`src/rtl/bloom_pkg.sv`:
```
//------------------------------------------------------------------------------
// Module   : bloom_pkg
// Purpose  : Shared op encodings, FSM state type and default parameters for the
//            Bloom filter custom-instruction controller.
// Revision : 1.0 - initial release
//------------------------------------------------------------------------------
`default_nettype none

package bloom_pkg;

  // Default sizing
  localparam int DEFAULT_NUM_WORDS = 32;
  localparam int DEFAULT_TIMEOUT   = 16;
  localparam int DEFAULT_CNT_W     = 16;

  // Custom-instruction op encodings; every other value is illegal
  localparam logic [4:0] BLOOM_OP_INSERT = 5'b00001;
  localparam logic [4:0] BLOOM_OP_CLEAR  = 5'b00011;
  localparam logic [4:0] BLOOM_OP_CHECK  = 5'b00100;
  localparam logic [4:0] BLOOM_OP_COUNT  = 5'b00101;

  // Controller sequencing states
  typedef enum logic [2:0] {
    ST_IDLE  = 3'd0,
    ST_ISSUE = 3'd1,
    ST_WAIT  = 3'd2,
    ST_CLEAR = 3'd3,
    ST_RESP  = 3'd4
  } bloom_state_e;

endpackage : bloom_pkg

`default_nettype wire

```
`src/rtl/bloom_ctrl.sv`:
```
//------------------------------------------------------------------------------
// Module   : bloom_ctrl
// Purpose  : Sequencer between the EX-stage custom-instruction port and the
//            Bloom filter datapath: insert/check command issue with completion
//            wait and timeout, word-by-word clear sweep, saturating insert
//            counter, kill and illegal-op handling.
// Revision : 1.0 - initial release
//------------------------------------------------------------------------------
`default_nettype none

module bloom_ctrl #(
  parameter int NUM_WORDS = bloom_pkg::DEFAULT_NUM_WORDS,
  parameter int TIMEOUT   = bloom_pkg::DEFAULT_TIMEOUT,
  parameter int CNT_W     = bloom_pkg::DEFAULT_CNT_W,
  localparam int ADDR_W   = $clog2(NUM_WORDS)
) (
  input  logic              clk_i,
  input  logic              rst_ni,
  input  logic              custom_en_i,
  input  logic [4:0]        custom_op_i,
  input  logic [31:0]       custom_rs1_i,
  input  logic              custom_kill_i,
  output logic              custom_ready_o,
  output logic              custom_valid_o,
  output logic [31:0]       custom_result_o,
  output logic              custom_err_o,
  output logic [31:0]       bloom_data_o,
  output logic              bloom_insert_o,
  output logic              bloom_check_o,
  input  logic              bloom_done_i,
  input  logic              bloom_match_i,
  output logic              bloom_clr_o,
  output logic [ADDR_W-1:0] bloom_clr_addr_o,
  output logic              busy_o
);

  import bloom_pkg::*;

  // The shared counter must hold both a clear address and a timeout count
  localparam int TMO_W = $clog2(TIMEOUT + 1);
  localparam int CTR_W = (ADDR_W > TMO_W) ? ADDR_W : TMO_W;

  bloom_state_e     r_state;
  bloom_state_e     w_state_nxt;

  logic [4:0]       r_op;
  logic [31:0]      r_data;
  logic [31:0]      r_result;
  logic             r_err;
  logic             r_killed;
  logic [CTR_W-1:0] r_ctr;
  logic [CNT_W-1:0] r_ins_cnt;

  logic             w_accept;
  logic             w_timeout;
  logic             w_last_word;
  logic             w_is_insert;
  logic             w_is_check;

  assign w_accept    = (r_state == ST_IDLE) && custom_en_i && !custom_kill_i;
  assign w_timeout   = (r_ctr == CTR_W'(TIMEOUT - 1));
  assign w_last_word = (r_ctr[ADDR_W-1:0] == ADDR_W'(NUM_WORDS - 1));
  assign w_is_insert = (r_op == BLOOM_OP_INSERT);
  assign w_is_check  = (r_op == BLOOM_OP_CHECK);

  // State register
  always_ff @(posedge clk_i or negedge rst_ni) begin
    if (!rst_ni) begin
      r_state <= ST_IDLE;
    end else begin
      r_state <= w_state_nxt;
    end
  end

  // Next-state decode and per-state output drive
  always_comb begin
    w_state_nxt      = r_state;
    custom_ready_o   = 1'b0;
    custom_valid_o   = 1'b0;
    custom_result_o  = 32'd0;
    custom_err_o     = 1'b0;
    bloom_insert_o   = 1'b0;
    bloom_check_o    = 1'b0;
    bloom_clr_o      = 1'b0;
    bloom_clr_addr_o = '0;
    busy_o           = (r_state != ST_IDLE);

    case (r_state)
      ST_IDLE: begin
        custom_ready_o = 1'b1;
        if (w_accept) begin
          case (custom_op_i)
            BLOOM_OP_INSERT, BLOOM_OP_CHECK: w_state_nxt = ST_ISSUE;
            BLOOM_OP_CLEAR:                  w_state_nxt = ST_CLEAR;
            default:                         w_state_nxt = ST_RESP;
          endcase
        end
      end
      ST_ISSUE: begin
        bloom_insert_o = w_is_insert;
        bloom_check_o  = w_is_check;
        w_state_nxt    = ST_WAIT;
      end
      ST_WAIT: begin
        if (bloom_done_i || w_timeout) begin
          w_state_nxt = ST_RESP;
        end
      end
      ST_CLEAR: begin
        bloom_clr_o      = 1'b1;
        bloom_clr_addr_o = r_ctr[ADDR_W-1:0];
        if (w_last_word) begin
          w_state_nxt = ST_RESP;
        end
      end
      ST_RESP: begin
        // A kill in this very cycle still suppresses the strobe
        custom_valid_o  = !r_killed && !custom_kill_i;
        custom_result_o = custom_valid_o ? r_result : 32'd0;
        custom_err_o    = custom_valid_o && r_err;
        w_state_nxt     = ST_IDLE;
      end
      default: begin
        w_state_nxt = ST_IDLE;
      end
    endcase
  end

  // Operand/result capture, shared timeout/clear counter, kill tracking and insert counter
  always_ff @(posedge clk_i or negedge rst_ni) begin
    if (!rst_ni) begin
      r_op      <= 5'd0;
      r_data    <= 32'd0;
      r_result  <= 32'd0;
      r_err     <= 1'b0;
      r_killed  <= 1'b0;
      r_ctr     <= '0;
      r_ins_cnt <= '0;
    end else begin
      case (r_state)
        ST_IDLE: begin
          if (w_accept) begin
            r_op     <= custom_op_i;
            r_data   <= custom_rs1_i;
            r_killed <= 1'b0;
            r_ctr    <= '0;
            r_result <= (custom_op_i == BLOOM_OP_COUNT) ? 32'(r_ins_cnt) : 32'd0;
            r_err    <= !((custom_op_i == BLOOM_OP_INSERT) || (custom_op_i == BLOOM_OP_CLEAR) ||
                          (custom_op_i == BLOOM_OP_CHECK)  || (custom_op_i == BLOOM_OP_COUNT));
          end
        end
        ST_ISSUE: begin
          r_ctr <= '0;
          if (custom_kill_i) r_killed <= 1'b1;
        end
        ST_WAIT: begin
          if (custom_kill_i) r_killed <= 1'b1;
          if (bloom_done_i) begin
            r_result <= {31'd0, w_is_check && bloom_match_i};
            r_err    <= 1'b0;
            if (w_is_insert && (r_ins_cnt != {CNT_W{1'b1}})) begin
              r_ins_cnt <= r_ins_cnt + CNT_W'(1);
            end
          end else if (w_timeout) begin
            r_result <= 32'd0;
            r_err    <= 1'b1;
          end else begin
            r_ctr <= r_ctr + CTR_W'(1);
          end
        end
        ST_CLEAR: begin
          if (custom_kill_i) r_killed <= 1'b1;
          r_ctr <= r_ctr + CTR_W'(1);
          if (w_last_word) begin
            r_ins_cnt <= '0;
          end
        end
        default: begin
        end
      endcase
    end
  end

  assign bloom_data_o = r_data;

endmodule : bloom_ctrl

`default_nettype wire

```
`config.mk`:
```
export PLATFORM = sky130hd
export DESIGN_NAME = bloom_ctrl
export DESIGN_NICKNAME = d
export VERILOG_FILES = /design/src/rtl/bloom_pkg.sv /design/src/rtl/bloom_ctrl.sv
export SDC_FILE = /design/constraint.sdc
export NUM_CORES = 1
export LEC_CHECK = 0
export CAP_MARGIN = 20
export CORE_MARGIN = 8
export CORE_UTILIZATION = 30
export DETAILED_ROUTE_END_ITERATION = 10
export PLACE_DENSITY = 0.65
export SLEW_MARGIN = 20
export SYNTH_ARGS = -nofsm -noshare
export SYNTH_HDL_FRONTEND = slang
export SYNTH_SLANG_ARGS = --single-unit
```
`constraint.sdc`:
```
create_clock -name clk_i -period 3.55 [get_ports clk_i]
set_input_delay 0.8875 -clock clk_i [delete_from_list [all_inputs] [get_ports clk_i]]
set_output_delay 0.8875 -clock clk_i [all_outputs]
set_load 0.005 [all_outputs]
```
# After elaboration in Yosys (flattened, before gate mapping)
# Index checks and enable logic that the tools add are counted.
[totals]
word_cells = 93
in_bits = 43
output_inout_bits = 76
regBits = 95
[op_classes]
n_eq_ne = 22
reduce_logical = 27
muxes = 34
addsub = 2
[ops]
columns = ["operator", "n"]
rows = [
  ["$mux W32", 5],
  ["$mux W16", 4],
  ["$pmux W32 S2", 1],
  ["$pmux W16 S2", 1],
  ["$mux W5", 4],
  ["$pmux W5 S4", 1],
  ["$add A16 B1 Y16 const B", 1],
  ["$ne A16 B16 Y1 const B", 1],
  ["$eq A5 B3 Y1 const B", 3],
  ["$ne A2 B2 Y1 const B", 7],
  ["$pmux W3 S4", 1],
  ["$mux W1", 11],
  ["$eq A5 B1 Y1 const B", 2],
  ["$mux W3", 3],
  ["$reduce_and A3 Y1", 3],
  ["$reduce_and A4 Y1", 2],
  ["$eq A3 B2 Y1 const B", 2],
  ["$logic_and A1 B1 Y1", 6],
  ["$pmux W3 S2", 1],
  ["$reduce_bool A2 Y1", 3],
  ["$add A5 B1 Y5 const B", 1],
  ["$eq A5 B2 Y1 const B", 1],
  ["$eq A5 B4 Y1 const B", 1],
  ["$eq A5 B5 Y1 const B", 1],
  ["other kinds (13)", 19],
]

# Logic depth before layout (Yosys ltp)
# Gate-level depths: netlist of run 1.
[logic_depth]
word_depth = 7
ltp_mapped = 9
depth_no_buf = 8

# Worst setup path before layout of run 1
# Ideal clock, no wire load.
[synth_path]
kind = "input port to output port"
startpoint = "in custom_kill_i"
endpoint = "out custom_result_o[10]"
required_time_ns = 2.663
cell_stages = 3
path_slack_ns = 0.827
n_path_buf = 1
arrival_ns = 1.836
path_cell_list = "nor4_1 > clkbuf_1 > and3_1"
[synth_via]
elab_chain_len = 4
[synth_rtl]
columns = ["item", "line_no", "source"]
rows = [
  ["from (decl)", "bloom_ctrl.sv:22", "input logic custom_kill_i,"],
  ["$logic_not A1 Y1", "bloom_ctrl.sv:118", "custom_valid_o = !r_killed && !custom_kill_i;"],
  ["$logic_and A1 B1 Y1", "bloom_ctrl.sv:118", ""],
  ["$mux W32", "bloom_ctrl.sv:119", "custom_result_o = custom_valid_o ? r_result : 32'd0;"],
  ["$mux W32", "bloom_ctrl.sv:88", "case (r_state)"],
  ["to (decl)", "bloom_ctrl.sv:25", "output logic [31:0] custom_result_o,"],
]
# Every way passes these cells.

# Worst setup path in the final report of run 1
[layout_path]
startpoint = "reg r_state[0]"
endpoint = "out bloom_clr_o"
[layout_via]
elab_chain_len = 2
[layout_rtl]
columns = ["item", "line_no", "source"]
rows = [
  ["from (decl)", "bloom_ctrl.sv:43", "bloom_state_e r_state;"],
  ["from (signal assigned)", "bloom_ctrl.sv:71", "r_state <= w_state_nxt;"],
  ["$eq A3 B2 Y1", "bloom_ctrl.sv:88", ""],
  ["$mux W1", "bloom_ctrl.sv:88", ""],
  ["to (decl)", "bloom_ctrl.sv:32", "output logic bloom_clr_o,"],
]
# Every way passes these cells.

==> results of run 1 <==
==> worst min-delay path, stage by stage (launching register included) <==
cell and delay, ns:
sky130_fd_sc_hd__dfrtp_1 0.35, sky130_fd_sc_hd__nand2_1 0.05, sky130_fd_sc_hd__o21ai_0 0.06
==> repair_timing <==
item                       4_1_cts  5_1_grt
hold buffers                     0        0
setup endpoints to repair        0       18
setup buffers                    0        1
resized for setup                0        7
==> metrics by stage <==
stage               area [sq um]  worst slack (ns)  hold WS [ns]  utilization  instances
floorplan                   3920             0.827         0.442            -        367
global placement            5000            0.0291         0.486        0.396        613
detailed placement          5000            0.0349         0.492        0.396        613
CTS                         5340            0.0310         0.505        0.423        629
global route                5380            0.0939         0.514        0.426        631
finish                      5380             0.299         0.499        0.426        631
==> per-layer routing <==
layer / part of all wire / wire length (um)
met1: 0.45 / 4620
met2: 0.46 / 4730
met3: 0.078 / 802
met4: 0.016 / 170
met5: 0 / 0
==> worst paths after layout <==
kind                             start               to  slack (ns)  cells after the start
max                         r_state[0]      bloom_clr_o        0.30                      3
min                        r_result[0]      r_result[0]        0.50                      2
max reg2reg                   r_ctr[0]         r_ctr[3]        1.19                      7
min reg2reg                r_result[0]      r_result[0]        0.50                      2
max in group asynchronous       rst_ni  bloom_data_o[2]        2.49                      1
min in group asynchronous       rst_ni      r_result[9]        0.59                      1
==> state kept, by name (all words and copies together), names as in the netlist <==
register,flops
r_op,5
r_killed,1
r_err,1
r_ins_cnt,16
r_result,16
r_state,3
bloom_data_o,32
r_ctr,5
==> cells in the mapped netlist, drive strengths merged (4+ instances only) <==
master	instances	area [sq um]
inv	9	33.8
a22o	15	131
and3	27	169
o31ai	4	30.0
nand3	15	75.1
nand4	6	37.5
mux2	37	417
dfrtp	79	1980
o21ai	18	90.1
ha	4	50.1
nor2b	5	31.3
a21oi	11	55.1
o211ai	9	67.6
clkbuf	12	47.6
nor3	5	46.3
buf	21	150
nand2	25	93.8
nor2	11	41.3
==> report_power, final <==
part,internal (uW),total [uW],switching (uW)
registers,1190,1430,239
clock network,686,1040,353
logic,731,1250,516
total,2610,3720,1110
==> final cells by class <==
type,count,area (sq um),area share
flip-flops and latches,79,1980,0.368
multi-input cells,246,1730,0.322
repair buffers,109,1080,0.201
clock buffers,10,229,0.0426
well taps,172,215,0.0400
clock inverters,6,109,0.0203
inverters,9,33.8,0.00628
==> kinds of logic (layout without fill, tap and decap cells) <==
logic type	count (synthesis)	in the layout
other	1	16
flip-flops	79	79
multiplexers	37	37
buffers and inverters	42	134
adder cells (fa/ha/maj)	4	4
AND/OR/NAND/NOR	116	116
AO/OA/AOI/OAI	73	73
==> metrics.cfg, run 1 <==
[status]
status=complete, no violations

[worst_setup_path]
timing_worst_setup_path_type=register to primary output
worst_setup_path_start_kind=register
cp_cell_sequence=nand3b_1, inv_1, clkdlybuf4s50_1
path_buf_inv=2
cp.arrival_ns=2.36
critical_path.max_fanout=17
critical-path-slowest-cell=sky130_fd_sc_hd__dfrtp_1
critical-path-top-delay-family=buffers and inverters
timing.critical_path.to_type=primary output
worst_path_max_stage_delay_ns=0.70
required_time_of_the_critical_path_ns=2.66

[layout]
nets=501
area_delta_synth_final_pct=39.0
antenna_cells=0
mostFrequentLayoutCell=sky130_fd_sc_hd__clkdlybuf4s50_1
final_cell_mix=100 x sky130_fd_sc_hd__clkdlybuf4s50_1, 79 x sky130_fd_sc_hd__dfrtp_1, 37 x sky130_fd_sc_hd__mux2_2
post_route_cells_drive_above_1_share=0.155
num-fill-cells=1209

[yosys]
post_synth_fa_ha_maj_area_fraction=0.0129
share_of_cell_area_taken_by_muxes_after_synthesis=0.108
synth_seq_area_share=0.511
yosysWarnings=0
postSynthRegisterBits=79
postSynth.topFlopCell=sky130_fd_sc_hd__dfrtp_1
synth_compound_gate_area_share=0.133
synthDistinctLibCells=45
synth-xor-area-share=0
syn-instance-count=352
dominant_combinational_cell_family_by_area_after_synthesis=simple AND/OR/NAND/NOR gates
synth_edf_count=0
postSynth.asyncResetShare=1.00
syn_area_per_cell_sq_um=11.0
post_synth_and_or_nand_nor_area_fraction=0.174
mappedNetlistArea_sq_um=3870

[sta]
tightestPinTransition_ns=0.702
worst_slew_slack_as_a_fraction_of_its_limit=0.532
post-route-period-util=0.916
final.setup.tns_ns=0
drv_slew=0
rsz0062_at_grt=false
final_number_of_hold_violating_endpoints=0
final_setup_viols=0
finalClockSkew_ns=0.00441
period_minus_slack_ns=3.25
maximum_operating_frequency_mhz=308

[detailed_routing]
wl_per_cell_um=16.4
post-route-drc-count=0
detail_routed_via_count_per_cell=4.90
vias=3091
totalWireLength_um=10300
drt.antenna.violating_nets=0
drt_pre_antenna_iters=4
dr.first_iter.drc_count=313

[pwr]
power.ir.vdd_worst_mv=0.246
power_per_cell_area_nw_per_um2=692
report.power.total_uw=3720
total_leakage_power_uw=0.00233

[global_route]
globalRouteTotalUtil=0.121
antenna_found_initial=0
grtUsageMet3=0.0362
grt_first_pass_wirelength_um=16300
globalRouteMet2Util=0.185
first_global_vias=3149
groute.layer.met1.usage=0.158
grt_max_degree=80
global_route.peak_usage_layer=met2
grt_overflow_total=0

[hold_path]
hp-class=register to register

[cts]
root_driver=sky130_fd_sc_hd__clkbuf_16
clk_transition_reported_paths_ns=0.06
tritoncts=built
cts_max_level=3
clk_path_buf_depth=2
total_cts_buffers=9
clock_insertion_delay_worst_skew_ns=0.33
tritoncts_num_sinks=79

[floorplan]
io_pins=119
initial_utilization=0.306
std_cell_core_area_sq_um=12600
placementRows=41
fp.dieArea_sq_um=16800
die_w_um=130
die_h_um=130

[placement]
post-dp-hpwl_um=7380
port_buffers=102
gp_routability_congestion=0.842

[run]
cap_viol_max_count=0

Note: power is estimated with default switching activity, not from simulation.
==> run 2: changes to the inputs <==
clock period = 3.85 ns   (was 3.55 ns; I/O delays follow)
==> metrics.cfg, run 2 (synthesis gave the netlist of run 1 again) <==
[detailed_routing]
dr.first_iter.drc_count=228
drt_pre_antenna_iters=6
detail_routed_via_count_per_cell=4.94
met3WireLength_um=694
routed_length_on_met2_um=4580
route.layer.met1.wl_um=4410
drt.antenna.violating_nets=0
post-route-drc-count=0
wl_per_cell_um=15.9
highest_routed_layer=met4
vias=3087
totalWireLength_um=9920

[placement]
post-dp-hpwl_um=7340
port_buffers=102
dpl_worst_slack_ns=0.208
gp_routability_congestion=0.845
post-place-cells=611

[floorplan]
die_w_um=130
io_pins=119
std_cell_core_area_sq_um=12600
fp.dieArea_sq_um=16800
initial_utilization=0.306
placementRows=41
die_h_um=130

[global_route]
antenna_found_initial=0
grt_first_pass_wirelength_um=16000
first_global_vias=3033
globalRouteTotalUtil=0.120
grt_max_degree=80
grt_overflow_total=0

[worst_setup_path]
critical-path-slowest-cell=sky130_fd_sc_hd__clkdlybuf4s50_1
worst_setup_path_start_kind=primary input
path_buf_inv=3
worst_path_max_stage_delay_ns=0.52
required_time_of_the_critical_path_ns=2.89
timing.critical_path.to_type=primary output
cp_cell_sequence=clkdlybuf4s50_1, nor4_1, buf_4, and3_1, clkdlybuf4s50_1
crit_top_cell=sky130_fd_sc_hd__clkdlybuf4s50_1
timing_worst_setup_path_type=primary input to primary output
critical_path.max_fanout=18
cp.arrival_ns=2.71
critical-path-top-delay-family=buffers and inverters

[cts]
tritoncts_num_sinks=79
clk_path_buf_depth=2
post_cts_setup_inserts=0
clock_insertion_delay_worst_skew_ns=0.33
cts_max_level=3
total_cts_buffers=9
root_driver=sky130_fd_sc_hd__clkbuf_16
cts-hold-fix-buffers=0
clk_transition_reported_paths_ns=0.05
tritoncts=built
post_cts_resized=0

[layout]
layoutNonFillerInstCount=625
post_route_cells_drive_above_1_share=0.139
number_of_flip_flops_under_the_largest_register_name=32
antenna_cells=0
nets=497
mostFrequentLayoutCell=sky130_fd_sc_hd__clkdlybuf4s50_1
area_delta_synth_final_pct=35.8
final_cell_mix=101 x sky130_fd_sc_hd__clkdlybuf4s50_1, 79 x sky130_fd_sc_hd__dfrtp_1, 37 x sky130_fd_sc_hd__mux2_2

[sta]
period_minus_slack_ns=3.67
timing.final.ws_setup_ns=0.178
final_setup_viols=0
rsz0062_at_grt=false
post-route-period-util=0.954
worst_slew_slack_as_a_fraction_of_its_limit=0.497
tightestPinTransition_ns=0.754
maximum_operating_frequency_mhz=272
finalClockSkew_ns=0.00564
final.setup.tns_ns=0
drv_slew=0
final_number_of_hold_violating_endpoints=0

[status]
status=complete, no violations

[run]
cap_viol_max_count=0

[pwr]
power.ir.vdd_worst_mv=0.226
total_leakage_power_uw=0.00227
report.power.total_uw=3180
power_per_cell_area_nw_per_um2=605

[hold_path]
hp-class=register to register

[run 2: cell count changes in the layout (fill, tap and decap cells not counted)]
cell | before | now
sky130_fd_sc_hd__bufinv_16 | 3 | 0
sky130_fd_sc_hd__clkbuf_4 | 1 | 0
sky130_fd_sc_hd__dlymetal6s2s_1 | 1 | 0
sky130_fd_sc_hd__clkinv_2 | 2 | 1
sky130_fd_sc_hd__nor4_1 | 1 | 2
sky130_fd_sc_hd__buf_4 | 5 | 3
sky130_fd_sc_hd__clkbuf_8 | 0 | 2
sky130_fd_sc_hd__clkbuf_1 | 1 | 2
sky130_fd_sc_hd__clkinv_4 | 1 | 0
sky130_fd_sc_hd__nor4_4 | 1 | 0
sky130_fd_sc_hd__clkdlybuf4s50_1 | 100 | 101
sky130_fd_sc_hd__buf_6 | 2 | 1
[run 2: final cells by class]
cell class / instances / area [sq um]
Tap cell: 172 / 215
Inverter: 9 / 33.8
Sequential cell: 79 / 1980
Fill cell: 1233 / 7370
Clock inverter: 1 / 5.00
Timing Repair Buffer: 105 / 1040
Clock buffer: 13 / 260
Multi-Input combinational cell: 246 / 1720
[run 2: metrics by stage]
stage | utilization | cell area, sq um | hold slack (ns)
global placement | 0.395 | 4980 | 0.486
global route | 0.416 | 5250 | 0.512
CTS | 0.416 | 5250 | 0.505
finish | 0.416 | 5250 | 0.500
detailed placement | 0.395 | 4980 | 0.492
floorplan | - | 3920 | 0.442
[run 2: final timing paths]
path,endpoint,depth (start not counted),startpoint,slack [ns]
min in group asynchronous,r_result[9],1,rst_ni,0.65
worst max-delay path,custom_result_o[8],5,custom_kill_i,0.18
worst min register to register,r_result[2],1,r_result[2],0.50
worst max register to register,r_ins_cnt[2],4,r_state[2],1.41
max in group asynchronous,bloom_data_o[16],1,rst_ni,2.70
worst min-delay path,r_result[2],1,r_result[2],0.50
[run 2: worst register-to-register path: cells and delay by family, from the launching register on]
| kind | cells | cell delay (ns) |
|---|---|---|
| compound gates | 1 | 0.41 |
| flops | 1 | 0.66 |
| simple gates | 3 | 1.26 |
[run 2: per-layer routing]
| metal | global-route usage | up-vias |
|---|---|---|
| met5 | 0 | - |
| met4 | 0.0663 | 0 |
| met3 | 0.0242 | 13 |
| met2 | 0.185 | 106 |
| met1 | 0.155 | 1508 |
| li1 | - | 1460 |
[run 2: power breakdown]
| part | total (uW) | internal [uW] | switching, uW |
|---|---|---|---|
| Combinational | 1090 | 650 | 440 |
| Clock | 763 | 463 | 299 |
| Sequential | 1330 | 1100 | 227 |
| Total | 3180 | 2210 | 967 |
==> run 3: changes to the inputs <==
--- a/config.mk
+++ b/config.mk
@@ -10,2 +10,3 @@
 export CORE_UTILIZATION = 30
+export CTS_BUF_LIST = sky130_fd_sc_hd__clkbuf_4 sky130_fd_sc_hd__clkbuf_8
 export DETAILED_ROUTE_END_ITERATION = 10
==> constraint.sdc (replaced) <==
create_clock -name clk_i -period 3.85 [get_ports clk_i]
set_input_delay 1.155 -clock clk_i [delete_from_list [all_inputs] [get_ports clk_i]]
set_output_delay 1.155 -clock clk_i [all_outputs]
set_load 0.005 [all_outputs]
==> metrics.cfg, run 3 (synthesis gave the netlist of run 1 again) <==
[status]
status=complete, no violations

[global_route]
first_global_vias=3118
grt_max_degree=80
grt_first_pass_wirelength_um=16500
globalRouteTotalUtil=0.125
antenna_found_initial=0
grt_overflow_total=0

[cts]
cts-hold-fix-buffers=0
clk_path_buf_depth=2
tritoncts_num_sinks=79
root_driver=sky130_fd_sc_hd__clkbuf_8
tritoncts=built
clk_transition_reported_paths_ns=0.08
cts_max_level=3
clock_insertion_delay_worst_skew_ns=0.36
total_cts_buffers=9

[floorplan]
fp.dieArea_sq_um=16800
initial_utilization=0.306
std_cell_core_area_sq_um=12600
die_h_um=130
io_pins=119
die_w_um=130
placementRows=41

[placement]
gp_routability_congestion=0.842
port_buffers=102
post-dp-hpwl_um=7370
dpl_worst_slack_ns=-0.177

[sta]
rsz0062_at_grt=false
post-route-period-util=0.948
maximum_operating_frequency_mhz=274
final.setup.tns_ns=0
final_number_of_hold_violating_endpoints=0
minimum_hold_slack_ns=0.504
drv_slew=0
final_setup_viols=0
period_minus_slack_ns=3.65
worst_slew_slack_as_a_fraction_of_its_limit=0.526
timing.final.ws_setup_ns=0.202
tightestPinTransition_ns=0.711
finalClockSkew_ns=0.00871

[detailed_routing]
vias=3116
drt.antenna.violating_nets=0
drt_pre_antenna_iters=4
post-route-drc-count=0
dr.first_iter.drc_count=207
wl_per_cell_um=16.3
detail_routed_via_count_per_cell=4.95
totalWireLength_um=10300

[worst_setup_path]
cp.arrival_ns=2.49
critical_path.max_fanout=9
worst_setup_path_start_kind=primary input
required_time_of_the_critical_path_ns=2.69
timing_worst_setup_path_type=primary input to primary output
timing.critical_path.to_type=primary output

[layout]
mostFrequentLayoutCell=sky130_fd_sc_hd__clkdlybuf4s50_1
antenna_cells=0
final_cell_mix=97 x sky130_fd_sc_hd__clkdlybuf4s50_1, 79 x sky130_fd_sc_hd__dfrtp_1, 37 x sky130_fd_sc_hd__mux2_2
number_of_flip_flops_under_the_largest_register_name=32
area_delta_synth_final_pct=35.9
post_route_cells_drive_above_1_share=0.157
nets=501

[run]
cap_viol_max_count=0

[pwr]
power.ir.vdd_worst_mv=0.168
power_per_cell_area_nw_per_um2=598
total_leakage_power_uw=0.00233

[hold_path]
hp-class=register to register

run 3: changes by cell type in the layout (fill, tap and decap cells not counted), sizes merged:
cell,change
bufinv,+2
clkdlybuf4s50,-4
dlymetal6s2s,+3
buf,+4
clkbuf,-1
clkinv,+1
run 3: stage by stage:
stage / instance area, sq um / total power (uW) / std cells / util
floorplan: 3920 / 1850 / 367 / -
global placement: 5000 / 2420 / 613 / 0.396
detailed placement: 5000 / 2460 / 613 / 0.396
CTS: 5250 / 3190 / 630 / 0.416
global route: 5260 / 3370 / 630 / 0.417
finish: 5260 / 3140 / 630 / 0.417
run 3: path summary, 6_finish.rpt:
check | startpoint | end | slack (ns) | depth (start not counted)
worst min register to register | r_result[13] | r_result[13] | 0.50 | 1
max in group asynchronous | rst_ni | bloom_data_o[6] | 2.53 | 1
worst min-delay path | r_result[13] | r_result[13] | 0.50 | 1
min in group asynchronous | rst_ni | r_result[9] | 0.82 | 1
worst max register to register | r_state[1] | r_ins_cnt[2] | 1.46 | 4
worst max-delay path | custom_kill_i | custom_result_o[14] | 0.20 | 6
run 3: final cells by class:
class | count | area (sq um)
flip-flops and latches | 79 | 1980
repair buffers | 109 | 1080
clock buffers | 11 | 145
well taps | 172 | 215
clock inverters | 4 | 70.1
multi-input cells | 246 | 1730
inverters | 9 | 33.8
fillers | 1222 | 7360
run 3: metal layers:
| metal | vias up | wire length, um | global-route usage |
|---|---|---|---|
| met1 | 1532 | 4600 | 0.159 |
| met3 | 15 | 694 | 0.0366 |
| met4 | 0 | 210 | 0.0587 |
| met2 | 103 | 4770 | 0.191 |
| li1 | 1466 | - | - |
| met5 | - | 0 | 0 |
run 3: worst max-delay path, cell delays in order:
cell and delay [ns]:
sky130_fd_sc_hd__clkbuf_2 0.13, sky130_fd_sc_hd__nor4_4 0.21, sky130_fd_sc_hd__buf_4 0.18, sky130_fd_sc_hd__buf_6 0.14, sky130_fd_sc_hd__and3_1 0.16, sky130_fd_sc_hd__clkdlybuf4s50_1 0.52
run 3: timing repair:
| action | CTS | global route |
|---|---|---|
| pin swaps | 1 | 0 |
| cloned | 1 | 0 |
| buffers inserted | 1 | 0 |
| setup endpoints to repair | 18 | 18 |
| gates resized for setup | 7 | 6 |
| hold endpoints to repair | 0 | 0 |
run 3: power by group:
group	internal (uW)	leakage [uW]	switching, uW
clock network	385	0.000113	295
logic	677	0.00122	474
registers	1100	0.000997	217
total	2160	0.00233	986
